[src/rtl/control_sequencer.sv]
// Multi-cycle FETCH/DECODE/EXECUTE sequencer driving ALU control and register/PC/memory strobes.
// Define MEM_HANDSHAKE_EN to make memory states wait for mem_ack; otherwise each memory state lasts one cycle.
module control_sequencer #(
  parameter int unsigned     OPW     = 8,
  parameter logic [OPW-1:0]  HALT_OP = 8'hFF
) (
  input  logic           clk,
  input  logic           rst,
  input  logic [OPW-1:0] opcode,
  input  logic           z,
  input  logic           mem_ack,
  output logic [2:0]     alu_op,
  output logic           z_clear,
  output logic           ac_load,
  output logic           ir_load,
  output logic           ar_load,
  output logic           pc_inc,
  output logic           pc_load,
  output logic           addr_sel,
  output logic           mem_rd,
  output logic           mem_wr,
  output logic           halted,
  output logic           illegal_op
);

  typedef enum logic [3:0] {
    FETCH   = 4'd0,
    DECODE  = 4'd1,
    EXEC    = 4'd2,
    OPERAND = 4'd3,
    JUMP    = 4'd4,
    MEMRD   = 4'd5,
    MEMWR   = 4'd6,
    HALT    = 4'd7
  } state_t;

  localparam logic [OPW-1:0] OP_NOP   = OPW'(0);
  localparam logic [OPW-1:0] OP_ALULO = OPW'(1);
  localparam logic [OPW-1:0] OP_ALUHI = OPW'(6);
  localparam logic [OPW-1:0] OP_JMPZ  = OPW'(7);
  localparam logic [OPW-1:0] OP_JMPNZ = OPW'(8);
  localparam logic [OPW-1:0] OP_LDAC  = OPW'(9);
  localparam logic [OPW-1:0] OP_STAC  = OPW'(10);

  state_t state, nextState;
  logic   ack;

`ifdef MEM_HANDSHAKE_EN
  assign ack = mem_ack;
`else
  logic unusedAck;
  assign unusedAck = mem_ack;
  assign ack       = 1'b1;
`endif

  always_ff @(posedge clk) begin
    if (rst) state <= FETCH;
    else     state <= nextState;
  end

  always_comb begin
    nextState  = state;
    alu_op     = 3'd0;
    z_clear    = 1'b0;
    ac_load    = 1'b0;
    ir_load    = 1'b0;
    ar_load    = 1'b0;
    pc_inc     = 1'b0;
    pc_load    = 1'b0;
    addr_sel   = 1'b0;
    mem_rd     = 1'b0;
    mem_wr     = 1'b0;
    halted     = 1'b0;
    illegal_op = 1'b0;

    case (state)
      FETCH: begin
        mem_rd = 1'b1;
        if (ack) begin
          ir_load   = 1'b1;
          pc_inc    = 1'b1;
          nextState = DECODE;
        end
      end
      DECODE: begin
        // HALT_OP is checked first so a reconfigured halt code wins over any overlap
        if (opcode == HALT_OP)                              nextState = HALT;
        else if (opcode == OP_NOP)                          nextState = FETCH;
        else if (opcode >= OP_ALULO && opcode <= OP_ALUHI)  nextState = EXEC;
        else if (opcode >= OP_JMPZ && opcode <= OP_STAC)    nextState = OPERAND;
        else begin
          illegal_op = 1'b1;
          nextState  = FETCH;
        end
      end
      EXEC: begin
        alu_op    = opcode[2:0];
        ac_load   = 1'b1;
        nextState = FETCH;
      end
      OPERAND: begin
        mem_rd = 1'b1;
        if (ack) begin
          ar_load = 1'b1;
          pc_inc  = 1'b1;
          if (opcode == OP_JMPZ || opcode == OP_JMPNZ) nextState = JUMP;
          else if (opcode == OP_LDAC)                  nextState = MEMRD;
          else if (opcode == OP_STAC)                  nextState = MEMWR;
          else                                         nextState = FETCH;
        end
      end
      JUMP: begin
        z_clear   = 1'b1;
        pc_load   = (opcode == OP_JMPZ && z) || (opcode == OP_JMPNZ && !z);
        nextState = FETCH;
      end
      MEMRD: begin
        mem_rd   = 1'b1;
        addr_sel = 1'b1;
        if (ack) begin
          ac_load   = 1'b1;
          nextState = FETCH;
        end
      end
      MEMWR: begin
        mem_wr   = 1'b1;
        addr_sel = 1'b1;
        if (ack) nextState = FETCH;
      end
      HALT:    halted    = 1'b1;
      default: nextState = FETCH;
    endcase

    if (rst) begin
      alu_op     = 3'd0;
      z_clear    = 1'b0;
      ac_load    = 1'b0;
      ir_load    = 1'b0;
      ar_load    = 1'b0;
      pc_inc     = 1'b0;
      pc_load    = 1'b0;
      addr_sel   = 1'b0;
      mem_rd     = 1'b0;
      mem_wr     = 1'b0;
      halted     = 1'b0;
      illegal_op = 1'b0;
    end
  end

endmodule

[config.mk]
export PLATFORM = sky130hd
export DESIGN_NAME = control_sequencer
export DESIGN_NICKNAME = d
export VERILOG_FILES = /design/src/rtl/control_sequencer.sv
export SDC_FILE = /design/constraint.sdc
export NUM_CORES = 1
export LEC_CHECK = 0
export CELL_PAD_IN_SITES_DETAIL_PLACEMENT = 1
export CELL_PAD_IN_SITES_GLOBAL_PLACEMENT = 1
export CORE_MARGIN = 3
export CORE_UTILIZATION = 24
export DETAILED_ROUTE_END_ITERATION = 16
export PLACE_DENSITY = 0.72
export SLEW_MARGIN = 10
export SYNTH_ARGS = -nofsm -noshare
export SYNTH_HDL_FRONTEND = slang
export SYNTH_SLANG_ARGS = --single-unit
[constraint.sdc]
create_clock -name clk -period 2.1 [get_ports clk]
set_input_delay 0.525 -clock clk [delete_from_list [all_inputs] [get_ports clk]]
set_output_delay 0.525 -clock clk [all_outputs]
set_load 0.02 [all_outputs]
==> impl_metrics.csv <==
group,metric,value,unit
run_status,outcome,"finished, final reports clean",
critical_path,worstPathMaxFanout,4,
finish,largest_reg_flops,3,
floorplan,initial_core_util,0.260,
finish,drive_above_1_share,0.472,
critical_path,end_kind,"output pin",
critical_path,critPathKind,"input pin to output pin",
critical_path,start_kind,"input pin",
logic_synthesis,ys_seq_area_frac,0.131,
sta,tightest_slew,0.318,ns
logic_synthesis,synth_seq_cells,3,
global_routing,antenna_found_initial,0,
routing,avgViaCountPerCell,4.77,
clock_tree,cts-root-buf,"clkbuf_4",
critical_path,cp.arrival,1.52,ns
global_routing,grt_use_met3,0.0181,
finish,area_growth,88.3,%
clock_tree,cts_setup_buffers,0,
finish,final_nets,121,
clock_tree,numCtsBuffers,3,
clock_tree,cts_tree,"yes",
finish,largestRegisters,"state: 3 flops",
sta,fin_crit_sh,0.972,
clock_tree,ctsHtreeMaxLevel,1,
power,irDropWorstVdd,0.266,mV
clock_tree,cts.sink_count,3,
routing,wl_per_cell,12.3,um
power,switching_share,0.330,
power,p_comb_frac,0.359,
floorplan,dieArea,2470,sq um
flow_run,max-cap-violations,0,
sta,finalSetupViolations,0,
logic_synthesis,ys_warn_count,0,
routing,postRouteAntennaNets,0,
finish,regMostFlops,"state",
routing,vias,634,
clock_tree,cts_hold_buffers,0,
hold_path,hp-start,"state[2]",
global_routing,grt_overflow,0,
routing,drc,0,
critical_path,crit_start,"opcode[0]",
sta,finalHoldViolCount,0,
floorplan,ios,26,
sta,setup_ws,0.0587,ns
power,p_sw,87.1,uW
power,seq_power_share,0.237,
floorplan,chipHeight,49.7,um
global_routing,grt_max_degree,9,
sta,worst_slew_margin_rel,0.786,
sta,slew_violations,0,
sta,fmax,490,MHz
hold_path,holdCritPathClass,"register to register",
routing,drt_iter0_drc,6,
sta,min_period,2.04,ns
logic_synthesis,syn-instance-count,66,
routing,wirelength,1630,um
logic_synthesis,synth.area.top_cells,"dfxtp_1 (13%), nor2_1 (9.0%), and3_1 (6.8%), nand2b_1 (6.8%), nor3_1 (5.4%)",
floorplan,rows,15,
finish,layout_common_cells,"buf_4 (21), nor2_1 (10), clkbuf_2 (10), clkdlybuf4s15_1 (6), dlygate4sd2_1 (5)",
placement,post-place-ws,-0.743,ns
global_routing,use_met1,0.208,
global_routing,groute.layer.met2.usage,0.238,
placement,place.gp.congestion,0.799,
critical_path,rr_startpoint,"state[1]",
logic_synthesis,ys_types,28,
power,p_leak,0.000407,uW
global_routing,grt.total_usage,0.153,
sta,skew,0.00423,ns
power,power_density,305,nW/um^2
placement,io_buffers,24,
power,intPower,177,uW
logic_synthesis,yosysTopAreaCell,"dfxtp_1",
power,p_clk_frac,0.404,
clock_tree,clkTransAtPathRegs,0.04,ns
clock_tree,insertion_delay,0.24,ns
global_routing,busiest_layer,"met2",
critical_path,required,1.57,ns
logic_synthesis,synth_top_cell_area_share,0.131,
placement,place_hpwl,1340,um
global_routing,grt_pass1_wl,2970,um
logic_synthesis,avgSynthCellArea,6.96,sq um
clock_tree,cts_buffer_depth,2,
logic_synthesis,synth_fp_nets,78,
global_routing,grt_pass1_vias,658,
finish,final_common_cell,"buf_4",
floorplan,core,1760,sq um
placement,placed_area,857,sq um
finish,num_antenna_cells,0,
routing,firstDrtPassIters,4,
finish,fin_area,865,sq um
logic_synthesis,synthesis.area,459,sq um
floorplan,chipWidth,49.7,um
==> worst max-delay path, stage by stage <==
cell and delay [ns]:
dlygate4sd2_1 0.30, and3_4 0.18, nor3b_2 0.15, nor3_1 0.17, buf_2 0.19
==> repair_timing <==
item | 4_1_cts | 5_1_grt
pin swaps | 4 | 4
endpoints found under the setup margin | 14 | 10
gates resized for setup | 41 | 29
==> final timing paths <==
| check | endpoint | slack (ns) | cells after the start |
|---|---|---|---|
| max | illegal_op | 0.06 | 5 |
| min | state[2] | 0.62 | 2 |
| max reg2reg | state[0] | 0.87 | 5 |
| min reg2reg | state[2] | 0.62 | 2 |
==> per-stage QoR <==
step | std cells | setup TNS, ns | utilization | hold slack, ns | total power (uW)
finish | 133 | 0 | 0.490 | 0.617 | 264
global route | 133 | -0.00657 | 0.490 | 0.652 | 287
CTS | 133 | -0.0412 | 0.497 | 0.619 | 269
detailed placement | 129 | -7.47 | 0.486 | 0.692 | 163
global placement | 129 | -7.45 | 0.486 | 0.672 | 161
floorplan | 66 | 0 | - | 0.591 | 106
==> metal layers <==
layer	up-vias	wire (um)	share of wire
li1	326	-	-
met1	292	772	0.47
met2	14	788	0.48
met3	2	53	0.032
met4	0	17	0.010
met5	-	0	0
==> Yosys cell counts <==
| cell type | n |
|---|---|
| nand4_1 | 1 |
| a21oi_1 | 4 |
| nor4_1 | 2 |
| a21o_1 | 1 |
| inv_1 | 1 |
| o41ai_2 | 1 |
| nand2b_1 | 5 |
| xnor2_1 | 1 |
| nand4b_1 | 1 |
| and3_1 | 5 |
| buf_4 | 1 |
| a31oi_1 | 2 |
| o311ai_1 | 1 |
| nor4_4 | 1 |
| nor2b_1 | 2 |
| buf_6 | 1 |
| nand3b_1 | 1 |
| or4_4 | 1 |
| nor2_1 | 11 |
| nand3_1 | 1 |
| dfxtp_1 | 3 |
| nand2_1 | 4 |
| nor3b_1 | 3 |
| o31ai_1 | 1 |
| o32ai_2 | 1 |
| a211oi_2 | 1 |
| clkbuf_1 | 4 |
| nor3_1 | 5 |
==> power groups by stage <==
stage | Combinational [uW] | Clock, uW | Sequential (uW)
after floorplan | 45.3 | 0 | 60.3
after global placement | 97.8 | 0 | 62.8
after detailed placement | 100 | 0 | 63.1
after CTS | 92.7 | 114 | 62.1
after global routing | 104 | 119 | 63.1
final | 94.7 | 107 | 62.5
==> cells by family after synthesis <==
logic type	count (synthesis)	share of synthesized area
AND/OR/NAND/NOR	43	0.548
AO/OA/AOI/OAI	12	0.221
buffers and inverters	7	0.0817
flip-flops	3	0.131
XOR/XNOR	1	0.0191
==> area by class of cell <==
cell class,instances,area [sq um]
flip-flops and latches,3,62.6
repair buffers,44,329
fillers,247,900
clock buffers,4,26.3
multi-input cells,56,412
well taps,25,31.3
inverters,1,3.75
Note: power is estimated with default switching activity, not from simulation.
==> patch (same settings) <==
The parameter `OPW` goes from 8 to 16.
--- a/src/rtl/control_sequencer.sv
+++ b/src/rtl/control_sequencer.sv
@@ -1,7 +1,7 @@
 // Multi-cycle FETCH/DECODE/EXECUTE sequencer driving ALU control and register/PC/memory strobes.
 // Define MEM_HANDSHAKE_EN to make memory states wait for mem_ack; otherwise each memory state lasts one cycle.
 module control_sequencer #(
-  parameter int unsigned     OPW     = 8,
+  parameter int unsigned     OPW     = 16,
   parameter logic [OPW-1:0]  HALT_OP = 8'hFF
 ) (
   input  logic           clk,
Interface: changed (resized opcode); port bits go from 26 to 34. The function was not compared with the original's and may differ.
==> patch against the original RTL <==
  * The run now ends with negative setup slack left
  * Sequential cell count unchanged
  * Area after synthesis down 6.8%
  * Final area up 15%
  * Worst setup slack worse by 0.076 ns
  * Via count up 7.4%
  * Power up 4.0%
  * Critical path depth unchanged
  * Wire length up 27%
  * Clock skew down 0.0031 ns
  * Core utilization up 13 points
==> patch: results (changes against the original RTL) <==
| Metric | Value |
|---|---|
| First-pass GRT wire length | `3194 um (+7.7%)` |
| Post-layout worst setup margin | `-0.01773 ns (-0.07647 ns)` |
| Iteration count of the initial detailed-routing pass | `4 (unchanged)` |
| Deepest level of the CTS H-tree | `1 (unchanged)` |
| TritonCTS buffer count | `3 (unchanged)` |
| Post-DP HPWL | `1476 um (+10%)` |
| Flop+latch power | `61.3 uW (-2%)` |
| Part of the Yosys area used for sequential elements | `0.1404 (+0.009561)` |
| Slew HR | `0.8031 (+0.01672)` |
| Library cells used by synthesis | `29 (+3.6%)` |
| Leak Pwr | `0.5010 nW (+23%)` |
| Final setup skew | `0.001110 ns (-0.003120 ns)` |
| Max IR drop VDD | `0.2239 mV (-16%)` |
| Violations in the final reports | `negative setup slack` |
| Vias in the first global route | `707 (+7.4%)` |
| Outcome | `finished, violations left` |
| Cells taking the most area after synthesis | `dfxtp_1 14%, nor3b_1 7.0%, and4_1 6.1%, and3_1 5.8%, nor4b_4 5.6%` |
| Root buffer selected by CTS | `clkbuf_4` |
| Total GRT Usage | `0.1970 (+0.04438)` |
| DR WL/cell | `15.28 um (+25%)` |
| Detail-routed via count per cell | `5.007 (+5.0%)` |
| Cells on Worst Hold Path | `4 (+2)` |
| Antenna diode instance count | `0 (unchanged)` |
| Most used standard cells in the synthesized netlist | `6 x nor2_1, 4 x a21oi_1, 4 x and3_1, 4 x nor3b_1` |
| Number of inserted filler cells in the final layout | `186 (-25%)` |
| Post-synth net total | `73 (-6.4%)` |
| Depth of the most critical reg-to-reg path | `6 (+1)` |
| Final setup viols | `1 (+1)` |
| Standard cell area after detailed placement | `933.4 um2 (+8.9%)` |
| Total internal power | `183.3 uW (+3.7%)` |
| Post-layout net count | `133 (+9.9%)` |
| Count of input and output buffers | `32 (+33%)` |
| Violation count after the first detailed-route iteration | `7 (+1)` |
| Weighted congestion at the end of routability-driven global placement | `0.7255 (-9.2%)` |
| Largest net degree at the start of global routing | `7 (-2)` |
| Share of post-route cells with drive strength above 1 | `0.5804 (+0.1081)` |
| Asr flop ratio synth | `0 (unchanged)` |
| Clock edge transition at the registers on the reported setup and hold paths | `0.04 ns (about the same)` |
patch: worst paths after layout:
| path | end | startpoint | slack [ns] |
|---|---|---|---|
| worst max-delay path | illegal_op | opcode[0] | -0.02 |
| worst min-delay path | state[0] | state[0] | 0.80 |
| worst max register to register | state[1] | state[2] | 0.66 |
| worst min register to register | state[0] | state[0] | 0.80 |
patch: layer usage:
layer | global-route usage | routed length, um | up-vias
li1 | - | - | 324
met1 | 0.2026 | 727 | 315
met2 | 0.4010 | 1161 | 40
met3 | 0.02583 | 173 | 2
met4 | 0.05376 | 14 | 0
met5 | 0 | 0 | -
patch: metrics by stage:
stage               power, mW  std cells  setup WS, ns    util  TNS [ns]
floorplan             0.09421         53     0.0007977       -         0
global placement       0.1647        128       -0.7848  0.5856    -7.804
detailed placement     0.1675        128       -0.8717  0.5856    -8.329
CTS                    0.2724        135      -0.02340  0.6287  -0.02340
global route           0.2885        136      -0.03481  0.6248  -0.05903
finish                 0.2744        136      -0.01773  0.6248  -0.01773
patch: what timing repair did:
item | in CTS | in global routing
resized for setup | 76 | 25
pin swaps | 9 | 7
buffers inserted | 3 | 1
gates cloned | 0 | 0
setup endpoints to repair | 14 | 9
patch: layout make-up:
class | count | area, um2 | share of cell area
Timing Repair Buffer | 57 | 442.9 | 0.4447
Multi-Input combinational cell | 47 | 430.4 | 0.4322
Sequential cell | 3 | 62.56 | 0.06281
Tap cell | 24 | 30.03 | 0.03015
Clock buffer | 4 | 26.28 | 0.02638
Inverter | 1 | 3.754 | 0.003769
patch: cell families (layout without fill, tap and decap cells):
kind of cell    count (synthesis)  count (layout)  synth area share
xor+xnor                        1               1           0.02047
simple gates                   33              33            0.5673
compound gates                 12              12            0.1959
buf+inv                         3              62           0.05263
mux                             1               1           0.02339
flops                           3               3            0.1404
